--- src/rtl/byte_serial_add_ctrl.sv ---
// -----------------------------------------------------------------------------
// byte_serial_add_ctrl
//
// Sequences one shared 8-bit adder slice to add or subtract W-bit operands,
// one byte per cycle, LSB first. The carry is chained through a register
// between bytes, so wide arithmetic needs no adder beyond the external slice.
//
// Parameters:
//   NBYTES     operand bytes (2..16), W = 8*NBYTES
//
// Compile-time option:
//   BYTE_SERIAL_ADD_BACK2BACK_EN  when defined, a new request can be accepted
//                                 in DONE on the same edge that retires the
//                                 previous result (skips the IDLE cycle).
//
// Ports:
//   clock, reset_n           clock (rising edge), async active-low reset
//   in_valid / in_ready      request handshake
//   op_a, op_b, sub          operands; sub=1 computes A - B
//   out_valid / out_ready    response handshake
//   result, cout, overflow   W-bit result, MSB carry (sub: 1 = no borrow),
//                            signed overflow
//   add_a, add_b, add_cin    drive to the adder slice (0 outside RUN)
//   add_sum, add_cout        combinational return from the adder slice
//
// state | meaning
// ------+----------------------------------------------------------
// IDLE  | waiting for a request, in_ready=1
// RUN   | one byte per cycle through the adder slice, carry chained
// DONE  | result/cout/overflow held, out_valid=1 until out_ready
// -----------------------------------------------------------------------------
module byte_serial_add_ctrl #(
  parameter int NBYTES = 4
) (
  input  logic                clock,
  input  logic                reset_n,
  input  logic                in_valid,
  output logic                in_ready,
  input  logic [8*NBYTES-1:0] op_a,
  input  logic [8*NBYTES-1:0] op_b,
  input  logic                sub,
  output logic                out_valid,
  input  logic                out_ready,
  output logic [8*NBYTES-1:0] result,
  output logic                cout,
  output logic                overflow,
  output logic [7:0]          add_a,
  output logic [7:0]          add_b,
  output logic                add_cin,
  input  logic [7:0]          add_sum,
  input  logic                add_cout
);

  localparam int IW = (NBYTES > 1) ? $clog2(NBYTES) : 1;

  typedef enum logic [1:0] {
    IDLE = 2'd0,
    RUN  = 2'd1,
    DONE = 2'd2
  } state_t;

  state_t                    state;
  logic [NBYTES-1:0][7:0]    a_q;
  logic [NBYTES-1:0][7:0]    b_q;      // effective B (inverted for subtract)
  logic [NBYTES-1:0][7:0]    res_q;
  logic [IW-1:0]             idx;
  logic                      carry_q;
  logic                      cout_q;
  logic                      ovf_q;
  logic                      valid_q;
  logic                      last_byte;
  logic                      accept;

`ifdef BYTE_SERIAL_ADD_BACK2BACK_EN
  // A retiring result frees the controller on the same edge.
  assign in_ready = (state == IDLE) || ((state == DONE) && out_ready);
`else
  assign in_ready = (state == IDLE);
`endif

  assign accept    = in_valid && in_ready;
  assign last_byte = (idx == IW'(NBYTES - 1));

  assign result    = res_q;
  assign cout      = cout_q;
  assign overflow  = ovf_q;
  assign out_valid = valid_q;

  always_comb begin
    add_a   = 8'd0;
    add_b   = 8'd0;
    add_cin = 1'b0;
    if (state == RUN) begin
      add_a   = a_q[idx];
      add_b   = b_q[idx];
      add_cin = carry_q;
    end
  end

  always_ff @(posedge clock or negedge reset_n) begin
    if (!reset_n) begin
      state   <= IDLE;
      a_q     <= '0;
      b_q     <= '0;
      res_q   <= '0;
      idx     <= '0;
      carry_q <= 1'b0;
      cout_q  <= 1'b0;
      ovf_q   <= 1'b0;
      valid_q <= 1'b0;
    end else begin
      // Operand load is shared by IDLE and (optionally) DONE; accept is
      // never true in RUN, so the RUN branch below owns carry_q/idx there.
      // Subtraction is A + ~B + 1, with the +1 entering as the first carry.
      if (accept) begin
        a_q     <= op_a;
        b_q     <= sub ? ~op_b : op_b;
        carry_q <= sub;
        idx     <= '0;
      end

      case (state)
        IDLE: begin
          if (accept) begin
            state <= RUN;
          end
        end

        RUN: begin
          res_q[idx] <= add_sum;
          carry_q    <= add_cout;
          if (last_byte) begin
            cout_q  <= add_cout;
            // Signed overflow: operand signs agree but the result sign differs.
            ovf_q   <= (a_q[NBYTES-1][7] == b_q[NBYTES-1][7]) &&
                       (add_sum[7] != a_q[NBYTES-1][7]);
            valid_q <= 1'b1;
            state   <= DONE;
          end else begin
            idx <= idx + 1'b1;
          end
        end

        DONE: begin
          if (out_ready) begin
            valid_q <= 1'b0;
            state   <= accept ? RUN : IDLE;
          end
        end

        default: begin
          state   <= IDLE;
          valid_q <= 1'b0;
        end
      endcase
    end
  end

endmodule

--- config.mk ---
export PLATFORM = sky130hd
export DESIGN_NAME = byte_serial_add_ctrl
export DESIGN_NICKNAME = d
export VERILOG_FILES = /design/src/rtl/byte_serial_add_ctrl.sv
export SDC_FILE = /design/constraint.sdc
export NUM_CORES = 1
export LEC_CHECK = 0
export ABC_AREA = 1
export BUFFER_PORTS_ARGS = -buffer_cell sky130_fd_sc_hd__buf_2
export CAP_MARGIN = 5
export CORE_MARGIN = 2
export CORE_UTILIZATION = 48
export CTS_CLUSTER_SIZE = 14
export DETAILED_ROUTE_END_ITERATION = 10
export PLACE_DENSITY = 0.87
export SYNTH_ARGS = -nofsm -noshare
export SYNTH_HDL_FRONTEND = slang
export SYNTH_SLANG_ARGS = --single-unit
--- constraint.sdc ---
create_clock -name clock -period 1.4 [get_ports clock]
set_input_delay 0.14 -clock clock [delete_from_list [all_inputs] [get_ports clock]]
set_output_delay 0.14 -clock clock [all_outputs]
set_load 0.01 [all_outputs]
==> impl.org, run 1 <==
** Outcome
- The flow ran to the end, but the final reports show violations.
- Violated checks :: negative setup slack

** Routing
- The final layout contains routed wiring with a total length of around 13,000 um.
- After detailed routing, the average wire length per cell comes to ~15 um.
- Via count of the routed design :: about 4,400
- Number of iterations in the first detailed-routing pass :: 5
- Count of antenna-violating nets left after detailed routing :: 0
- Residual DRC count :: 0
- Violation count after the first detailed-routing iteration :: between 200 and 300
- After detailed routing, the number of vias per cell comes to 5.03.

** Setup path
- Across all register-to-register paths, the minimum setup slack is -0.12 ns.
- STA classifies the critical path endpoint as an output pin.
- The worst setup path is of the reg -> out kind.
- The cell family contributing the most delay on the critical path is flip-flops.
- End of the critical path :: add_a[1]
- The worst register-to-register path ends at result[30].
- Crit-path max FO :: 14
- In this run the critical register-to-register path is launched from idx[0].
- Combined buffer and inverter count along the critical path :: 2
- For the worst flop-to-flop path, the logic depth is 8.
- Largest stage delay on the critical path :: 0.48 ns
- Walking the worst path, the cells encountered are buf_6, nand2_1, nand3_2, a21oi_2, buf_2.
- Among all stages on the critical path, the largest delay is contributed by sky130_fd_sc_hd__dfrtp_2.
- The worst setup path is launched from a flip-flop.
- STA puts the critical path data required time at between 1 and 1.5 ns.
- Critical path depth in cells :: 5
- Data on the critical path arrives at its endpoint at roughly 1.6 ns.
- In this run the worst setup path begins at idx[0].

** Finish
- Cells fill roughly 65% of the core in the end.
- After filler insertion, the fill cell instance count of the layout stands at ~810.
- The number of antenna diodes in the final layout is 0.
- Most frequent cells in the layout :: 128 x sky130_fd_sc_hd__nand2_1, 128 x sky130_fd_sc_hd__buf_2, 102 x sky130_fd_sc_hd__dfrtp_1
- Final std cell area, no fill :: 6680 um^2
- The final layout contains ~820 nets.
- Growth of design area from synthesis to finish :: 33.7%
- Fraction of final layout cells sized beyond drive strength 1 :: 35.8%

** Place
- Prior to clock tree synthesis, the placed netlist has a worst setup slack of between 0.03 and 0.04 ns.
- Placement Cell Area :: 5780 um^2
- Number of buffers added on ports :: 130
- Placer congestion estimate :: around 0.83
- Final HPWL from detailed placement :: 8250 um

** Power and ir drop
- In this run the static leakage power is between 3 and 4 nW.
- Areal power density over the cells :: roughly 2300 nW/um^2
- The worst-case IR drop observed on VDD is between 1000 and 1500 uV.

** Floorplan
- Floorplan row count :: 37
- Die X :: 106 um
- The floorplan step set the die height to approximately 110 um.
- Initial cell density of the core :: 48.9%
- IO Count :: between 100 and 150
- The core region is around 10,000 um^2.
- The floorplan step defined a die boundary enclosing between 10,000 and 15,000 um^2.

** Global routing
- Total gr overflow :: 0
- The number of antenna violations at the first check in global routing is 0.
- First-pass GRT wire length :: about 19,000 um
- Via count of the first global-routing pass :: between 3,000 and 4,000
- Global routing usage summed across all routing layers :: a little over a fifth
- Entering global routing, the biggest net connects between 90 and 100 pins.

** Yosys
- Number of register bits inferred by synthesis :: 104
- Post-synth design cell area :: ~5000 um^2
- The Yosys step of the flow raised 0 warnings.
- Summing the sequential cell areas from Yosys gives 52.1% of the chip area.
- Syn Nets :: 673
- Distinct cells, synth :: 23
- After synthesis, the mean cell area works out to 8.46 um^2.
- Synthesis produced a netlist whose cell count is 591.

** Timing
- After layout, the worst setup slack is -0.286 ns.
- Hold timing on the final database bottoms out at a slack of ~0.023 ns.
- For the finished layout, the period the worst path requires is approximately 1.7 ns.
- Setup violations, final :: 58
- The max-slew violation count is 0.
- At the pin with the least slew margin, the transition time is 0.371 ns.
- Slew margin rel. :: 75.3%
- Derived from the worst setup path, the maximum achievable clock frequency is a little under 600 MHz.
- Final setup skew :: between 0.01 and 0.015 ns
- Count of final hold-check violations :: 0
- The final critical path takes up 120% of the cycle.
- Unrepaired setup endpoints after global routing :: true

** Flow run
- Max-cap violations in this run came to 0.

** Clock tree
- Clock Path Buffers :: 2
- The tree built by TritonCTS fans out to approximately 100 sinks.
- Worst-skew pair later-pin latency :: 0.36 ns
- Clock input transition at the sequential cells of the worst setup and hold paths :: 0.10 ns
- The tree is rooted in a sky130_fd_sc_hd__clkbuf_8.
- CTS tree :: yes
- CTS H-tree lvls :: 3
- In this run, CTS created clock tree buffers numbering 9.

** Min path
- In this run the worst hold path is classified as in -> reg.
Yosys cell counts:
cell                         n  area [um^2]
sky130_fd_sc_hd__o21a_1      1         7.51
sky130_fd_sc_hd__clkbuf_4    2         15.0
sky130_fd_sc_hd__nand2_4     3         33.8
sky130_fd_sc_hd__nand2_1   139          522
sky130_fd_sc_hd__nor2_4      1         11.3
sky130_fd_sc_hd__ha_1        4         50.1
sky130_fd_sc_hd__nor2_1     33          124
sky130_fd_sc_hd__nor2_2      2         12.5
sky130_fd_sc_hd__clkbuf_1    7         26.3
sky130_fd_sc_hd__buf_6       9          101
sky130_fd_sc_hd__o31ai_1     1         7.51
sky130_fd_sc_hd__inv_1      79          297
sky130_fd_sc_hd__o21ai_1    20          100
sky130_fd_sc_hd__nand2_2     1         6.26
sky130_fd_sc_hd__xnor2_1    32          280
sky130_fd_sc_hd__o21ai_0    42          210
sky130_fd_sc_hd__a21oi_1    48          240
sky130_fd_sc_hd__buf_4       3         22.5
sky130_fd_sc_hd__buf_2      14         70.1
sky130_fd_sc_hd__o21ai_2     8         70.1
sky130_fd_sc_hd__nand3_1    37          185
sky130_fd_sc_hd__clkinv_1    1         3.75
sky130_fd_sc_hd__dfrtp_1   104         2600
power by group:
group          internal, W  switching, W
Clock             0.000895       0.00105
Combinational      0.00346       0.00480
Sequential         0.00446      0.000766
Total              0.00882       0.00662
stage by stage:
step           setup TNS [ns]  instances  total power [W]
2_1_floorplan               0        591          0.00957
3_3_place_gp                0        836           0.0114
3_5_place_dp                0        836           0.0116
5_1_grt                -10.80        878           0.0165
4_1_cts                 -4.17        862           0.0143
6_report                -6.16        878           0.0154
tightest hold or removal path: stages:
cell                      delay [ns]
sky130_fd_sc_hd__buf_2          0.08
sky130_fd_sc_hd__nor2_1         0.03
sky130_fd_sc_hd__a21oi_1        0.10
layout make-up:
cell class              count  area (um^2)  area share (%)
well taps                 136          170            2.55
clock buffers              11          141            2.12
repair buffers            170         1240            18.6
multi-input cells         372         2160            32.3
clock inverters             5         61.3           0.917
flip-flops and latches    104         2610            39.0
inverters                  80          307            4.59
what timing repair did:
item                       in CTS  in global routing
cloned                          2                  8
hold buffers                    2                  0
resized for setup              42                 63
hold endpoints to repair       24                  0
setup buffers                   6                  9
setup endpoints to repair      17                111
pin swaps                       8                  6
per-layer routing:
layer,share of wire [%],global-route usage [%],vias to the layer above
met5,0,0,-
met4,1.8,5.73,0
met3,5.9,3.49,26
met2,48,34.9,177
met1,44,28.7,2066
li1,-,-,2144
state kept, by name, indices dropped and copies added (netlist names):
signal     flops
result        32
cout           1
b_q           32
state          2
overflow       1
carry_q        1
out_valid      1
idx            2
a_q           32
how the worst min path moves through the flow:
| stage | cells after the start | endpoint | from |
|---|---|---|---|
| 3_5_place_dp | 1 | result[3] | reset_n |
| 6_report | 3 | a_q[24] | op_a[24] |
| 4_1_cts | 3 | a_q[24] | op_a[24] |
| 5_1_grt | 3 | a_q[3] | op_a[3] |
| 3_3_place_gp | 1 | result[11] | reset_n |
| 2_1_floorplan | 0 | a_q[0] | reset_n |
logic make-up after synthesis:
logic type      after synthesis  synth area share, %
simple gates                216                 17.9
compound gates              120                 12.7
fa+ha+maj                     4                 1.00
flops                       104                 52.1
buf+inv                     115                 10.7
xor+xnor                     32                 5.61
No activity file was read; power rests on OpenSTA's default activity.
==> inputs of run 2 (changes only) <==
REMOVE_ABC_BUFFERS = 1   (was unset)
==> impl.org, run 2 (synthesis results as in run 1) <==
** Outcome
- Status :: finished, violations left
- Violated checks :: negative setup slack

** Timing
- The transition time of the tightest slew-check pin is 0.537 ns (+0.165 ns).
- The maximum clock frequency was 613 MHz (+3.4%).
- The final critical-path setup slack was -0.230 ns (+0.0561 ns).
- The worst slew margin relative to its limit came to 64.2% (-11 points).
- Min Clock Period, post-route :: 1.63 ns (-0.0561 ns)
- Final setup skew :: 0.0143 ns (+0.00145 ns)
- The final period utilization came to 116% (-4.0 points).
- Final count of pins violating max slew :: 0 (unchanged)
- Count of final hold-check violations :: 0 (unchanged)
- Unrepaired setup endpoints after global routing :: true
- Setup violations, final :: 22 (-62%)

** Global routing
- The number of antenna violations at the first check in global routing was 0 (unchanged).
- Global routing usage summed across all routing layers :: 21.2% (+0.21 points)
- Total gr overflow :: 0 (unchanged)
- The pin count of the biggest net entering global routing was 105 (+11%).
- The first-pass GRT wire length came to 18,900 um (+0.40%).
- The via count of the first global-routing pass came to 3,974 (-0.025%).

** Setup path
- Worst Setup Start Kind :: flip-flop
- Cell Chain, Critical Path :: inv_2, buf_8, nand2_1, nand3_1, a21oi_2, buf_2
- Data required time at the worst endpoint :: 1.26 ns (about the same)
- Largest stage delay on the critical path :: 0.43 ns (-0.05 ns)
- STA classifies the critical path endpoint as an output pin.
- Crit-path max FO :: 16 (+2)
- Among all stages on the critical path, the largest delay is contributed by sky130_fd_sc_hd__dfrtp_2.
- Data arrival at the endpoint of the critical path :: 1.49 ns (-0.06 ns)
- The critical path is of the reg -> out type.

** Flow run
- Max cap viols :: 0 (unchanged)

** Power and ir drop
- Reported net switching power :: 0.00624 W (-5.6%)
- The total power divided by cell area was 2310 nW/um^2 (+0.21%).
- The clock share of power came to 13.6% (+1.0 points).
- The peak ir drop on the vdd network is 1140 uV (+3.5%).
- LEAKAGE :: 3.33 nW (-3.1%)
- The internal power component was 0.00845 W (-4.1%).
- Logic gate share of total power :: 51.2% (-2.3 points)
- The switching part of the total power was 42.5% (-0.39 points).
- Proportion of power drawn by flip-flops and latches :: 35.3% (+1.4 points)

** Clock tree
- CTS tree :: yes
- Clock Path Buffers :: 2 (unchanged)
- The maximum level of the CTS H-tree came to 3 (unchanged).
- Clock tree synthesis selected as its root buffer the cell sky130_fd_sc_hd__clkbuf_8.
- Number of CTS-inserted buffers :: 9 (unchanged)
- The number of clock sinks seen by CTS is 104 (unchanged).
- The clock-pin slew on the worst setup and hold paths came to 0.11 ns (about the same).
- Worst-skew pair later-pin latency :: 0.37 ns (about the same)

** Place
- Final HPWL from detailed placement :: 7900 um (-4.2%)
- Placement Setup Slack :: 0.0307 ns (-0.00695 ns)
- Number of buffers added on ports :: 130 (unchanged)
- Placer congestion estimate :: 0.769 (-7.6%)
- The placed instance area is 5790 um^2 (+0.28%).

** Routing
- The number of design-rule violations left by the first detailed-router iteration was 200 (-31%).
- Residual DRC count :: 0 (unchanged)
- The vias per cell was 4.86 (-3.4%).
- The routed wire length per instance came to 13.6 um (-9.6%).
- The detailed-routing iteration count for the pre-antenna-repair pass was 4 (-1).
- Via count of the routed design :: 4,229 (-4.2%)
- Total wire length :: 11,900 um (-10%)
- The number of routed nets with antenna violations came to 0 (unchanged).

** Finish
- Final nets :: 812 (-0.85%)
- The ratio of cells with drive above 1 in the final layout came to 29.9% (-5.9 points).
- Final std cell area, no fill :: 6350 um^2 (-5.0%)
- Most frequent cells in the layout :: 137 x sky130_fd_sc_hd__nand2_1, 128 x sky130_fd_sc_hd__buf_2, 101 x sky130_fd_sc_hd__dfrtp_1
- Diodes inserted :: 0 (unchanged)
- From synthesis to final layout, the design area changed by 27.0%.
- Most common cell after layout, fill and taps aside :: sky130_fd_sc_hd__nand2_1

** Floorplan
- Die X :: 106 um (unchanged)
- The count of standard-cell rows came to 37 (unchanged).
- The die height was 106 um (unchanged).
- Core Box Area :: 10,200 um^2 (unchanged)
- The initial core utilization was 48.9% (unchanged).
- The boundary pin count is 131 (unchanged).
- Die Outline Area :: 11,200 um^2 (unchanged)

** Min path
- The worst hold path belongs to the class in -> reg.
[run 2: timing repair]
action	in CTS	in global routing
cloned	1	4
gates resized for setup	27	30
setup endpoints to repair	17	50
setup buffers	3	2
pin swaps	2	7
hold buffers	6	0
hold endpoints to repair	109	0
[run 2: per-stage QoR]
step	std cells	hold WS, ns	setup TNS (ns)	util [%]	total power [W]
after floorplan	556	-0.156	-66.97	-	0.00910
after global placement	839	0.251	0	56.6	0.0114
after detailed placement	839	0.255	0	56.6	0.0117
after CTS	865	0.00158	-3.75	60.6	0.0143
after global routing	871	0.00889	-6.37	62.1	0.0159
final	871	0.0105	-3.38	62.1	0.0147
[run 2: cell type report]
type                       instances  area [um^2]
multi-input combinational        374         1990
inverter                          80          300
tap                              136          170
sequential                       104         2610
clock buffer                       9          124
fill                             894         3880
clock inverter                     7         86.3
timing repair buffer             161         1070
[run 2: critical path: cells and delay by family, from the launching register on]
kind | cells | cell delay, ns
flops | 1 | 0.43
buf+inv | 3 | 0.36
simple gates | 2 | 0.16
compound gates | 1 | 0.16
[run 2: path summary, 6_finish.rpt]
path | start | endpoint | slack (ns) | cells after the start
max reg2reg | idx[0] | result[22] | -0.03 | 7
min in group asynchronous | reset_n | a_q[30] | 0.37 | 3
max in group asynchronous | reset_n | idx[0] | 0.61 | 3
max | idx[0] | add_b[0] | -0.23 | 6
min reg2reg | overflow | overflow | 0.49 | 2
min | op_a[31] | a_q[31] | 0.01 | 3
[run 2: power groups by stage]
stage                     Sequential, W  Clock [W]  Combinational [W]
final                           0.00518    0.00200            0.00752
after global routing            0.00535    0.00217            0.00838
after CTS                       0.00516    0.00202            0.00708
after detailed placement        0.00521          0            0.00652
after global placement          0.00515          0            0.00628
after floorplan                 0.00543          0            0.00366
[run 2: metal layers]
layer / global-route usage (%) / up-vias / part of all wire [%]
met4: 5.55 / 0 / 1.4
met1: 28.4 / 1954 / 45
met5: 0 / - / 0
li1: - / 2119 / -
met2: 35.1 / 139 / 48
met3: 4.97 / 17 / 5.5
==> inputs of run 3 (changes only) <==
CELL_PAD_IN_SITES_DETAIL_PLACEMENT = 0   (was unset)
CELL_PAD_IN_SITES_GLOBAL_PLACEMENT = 1   (was unset)
CORE_UTILIZATION = 35   (was 48)
PLACE_DENSITY = 0.86   (was 0.87)
SKIP_CTS_REPAIR_TIMING = 1   (was unset)
==> impl.org, run 3 (synthesis results as in run 1) <==
** Outcome
- The run finished, with violations left.
- The final reports fail on negative setup slack.

** Timing
- Setup violations, final :: 17 (-23%)
- The final hold violation count was 0 (unchanged).
- Unrepaired setup endpoints after global routing :: true
- Post-layout worst setup margin :: -0.237 ns (-0.00630 ns)
- Final worst path period share :: 117% (+0.45 points)
- Maximum clock frequency :: 611 MHz (-0.38%)
- Min Clock Period, post-route :: 1.64 ns (+0.00630 ns)
- Final count of pins violating max slew :: 0 (unchanged)
- Transition time at the pin with the least slew margin :: 0.392 ns (-0.145 ns)
- The final worst clock skew came to 0.00792 ns (-0.00634 ns).
- Slew margin rel. :: 73.9% (+9.6 points)
- The setup TNS came to -3.32 ns (+0.0606 ns).

** Clock tree
- The tree is rooted in a sky130_fd_sc_hd__clkbuf_16.
- Clock input transition at the sequential cells of the worst setup and hold paths :: 0.07 ns (-0.04 ns)
- The number of clock sinks seen by CTS is 104 (unchanged).
- The clock latency reported for the late side of the worst-skew pair was 0.35 ns (-0.02 ns).
- CTS tree :: yes
- CTS H-tree lvls :: 3 (unchanged)
- Number of CTS-inserted buffers :: 9 (unchanged)
- The number of buffers between clock root and the deepest sink is 2 (unchanged).

** Finish
- The area taken by multi-input logic gates is 2030 um^2 (+2.3%).
- The area of all placed cells without fillers came to 6550 um^2 (+3.2%).
- The area occupied by registers came to 2610 um^2 (about the same).
- Diodes inserted :: 0 (unchanged)
- Most frequent cells in the layout :: 131 x sky130_fd_sc_hd__nand2_1, 128 x sky130_fd_sc_hd__buf_2, 102 x sky130_fd_sc_hd__dfrtp_1
- The total number of nets in the final design is 811 (-0.12%).
- The core utilization of the finished layout was 47.0% (-15 points).
- Growth of design area from synthesis to finish :: 31.0%
- Fillers :: 1,420 (+59%)
- The library cell used most frequently in the layout, excluding fill and tap cells, is sky130_fd_sc_hd__nand2_1.
- The ratio of cells with drive above 1 in the final layout was 31.7% (+1.8 points).

** Global routing
- The pin count of the biggest net entering global routing was 54 (-49%).
- The global route total overflow came to 0 (unchanged).
- Via count of the first global-routing pass :: 3,779 (-4.9%)
- The number of antenna violations at the first check in global routing came to 0 (unchanged).
- The first-pass GRT wire length was 18,100 um (-4.0%).
- The global routing usage summed across all routing layers was 15.3% (-6.0 points).

** Place
- Final HPWL from detailed placement :: 8050 um (+1.9%)
- The count of buffers inserted at the top-level ports was 130 (unchanged).
- Placer congestion estimate :: 0.794 (+3.2%)
- The placed instance area is 5880 um^2 (+1.6%).

** Setup path
- The top fanout value on the critical path is 16 (unchanged).
- The worst setup path is launched from a flip-flop.
- The data required time at the worst endpoint was 1.26 ns (about the same).
- The critical path in this run is classified as reg -> out.
- The worst setup path is captured at an output pin.
- Data arrival at the endpoint of the critical path :: 1.50 ns (about the same)

** Flow run
- The number of max-cap violations is 0 (unchanged).

** Routing
- The number of design-rule violations left by the first detailed-router iteration came to 156 (-22%).
- The vias per cell came to 4.54 (-6.5%).
- The total length of routed wires came to 11,700 um (-1.4%).
- Number of iterations in the first detailed-routing pass :: 4 (unchanged)
- The total via count in the routed design came to 4,150 (-1.9%).
- Residual DRC count :: 0 (unchanged)
- Count of antenna-violating nets left after detailed routing :: 0 (unchanged)
- Average detailed-routed wire length per instance :: 12.8 um (-6.0%)

** Floorplan
- Core Box Area :: 13,900 um^2 (+36%)
- The boundary pin count is 131 (unchanged).
- The count of standard-cell rows was 43 (+16%).
- The initial core utilization is 35.9% (-13 points).
- The die height is 124 um (+16%).
- Die X :: 124 um (+16%)
- The die area was 15,300 um^2 (+36%).

** Power and ir drop
- LEAKAGE :: 3.40 nW (+2.2%)
- Peak supply drop :: 1130 uV (-0.59%)
- Areal power density over the cells :: 2320 nW/um^2 (+0.26%)

** Min path
- The min-delay analysis places its worst path in the category in -> reg.
-- run 3: cell count changes in the layout (fill, tap and decap cells not counted), sizes merged --
cell	delta
clkbuf	+2
nand2	-1
buf	+3
clkinv	+2
dlygate4sd3	-4
inv	-3
-- run 3: path summary, 6_finish.rpt --
kind | start | end | slack [ns] | depth (start not counted)
hold / removal | op_a[14] | a_q[14] | 0.03 | 3
max in group asynchronous | reset_n | a_q[26] | 0.64 | 3
hold reg to reg | b_q[27] | b_q[27] | 0.48 | 2
setup / recovery | idx[0] | add_b[0] | -0.24 | 6
setup reg to reg | state[1] | a_q[25] | 0.04 | 6
min in group asynchronous | reset_n | result[1] | 0.26 | 2
-- run 3: where the power goes --
group | switching, W | total [W] | internal (W)
Clock | 0.00111 | 0.00249 | 0.00138
Combinational | 0.00439 | 0.00759 | 0.00320
Sequential | 0.000652 | 0.00512 | 0.00446
-- run 3: area by class of cell --
| class | instances | share of cell area (%) |
|---|---|---|
| flip-flops and latches | 104 | 39.8 |
| multi-input cells | 373 | 31.0 |
| repair buffers | 161 | 16.7 |
| inverters | 80 | 4.64 |
| clock buffers | 10 | 3.50 |
| well taps | 180 | 3.44 |
| clock inverters | 6 | 0.898 |
-- run 3: metrics by stage --
| stage | instances | hold WS, ns | total power (W) | setup WS [ns] |
|---|---|---|---|---|
| floorplan | 556 | -0.156 | 0.00910 | -0.741 |
| global placement | 886 | 0.0868 | 0.0115 | 0.0799 |
| detailed placement | 886 | 0.0836 | 0.0117 | 0.0468 |
| CTS | 902 | -0.293 | 0.0142 | -0.346 |
| global route | 914 | 0.0328 | 0.0165 | -0.306 |
| finish | 914 | 0.0348 | 0.0152 | -0.237 |
-- run 3: metal layers --
layer / up-vias / share of wire, % / global-route usage [%]
met1: 1910 / 48 / 20.2
met4: 0 / 0.81 / 3.69
met2: 108 / 46 / 24.6
li1: 2123 / - / -
met5: - / 0 / 0
met3: 9 / 5.8 / 4.47
-- run 3: worst max-delay path, cell delays in order (launching register included) --
cell,delay [ns]
sky130_fd_sc_hd__dfrtp_1,0.39
sky130_fd_sc_hd__buf_6,0.14
sky130_fd_sc_hd__buf_12,0.14
sky130_fd_sc_hd__nand2_1,0.07
sky130_fd_sc_hd__nand3_1,0.08
sky130_fd_sc_hd__a21oi_2,0.17
sky130_fd_sc_hd__buf_2,0.15
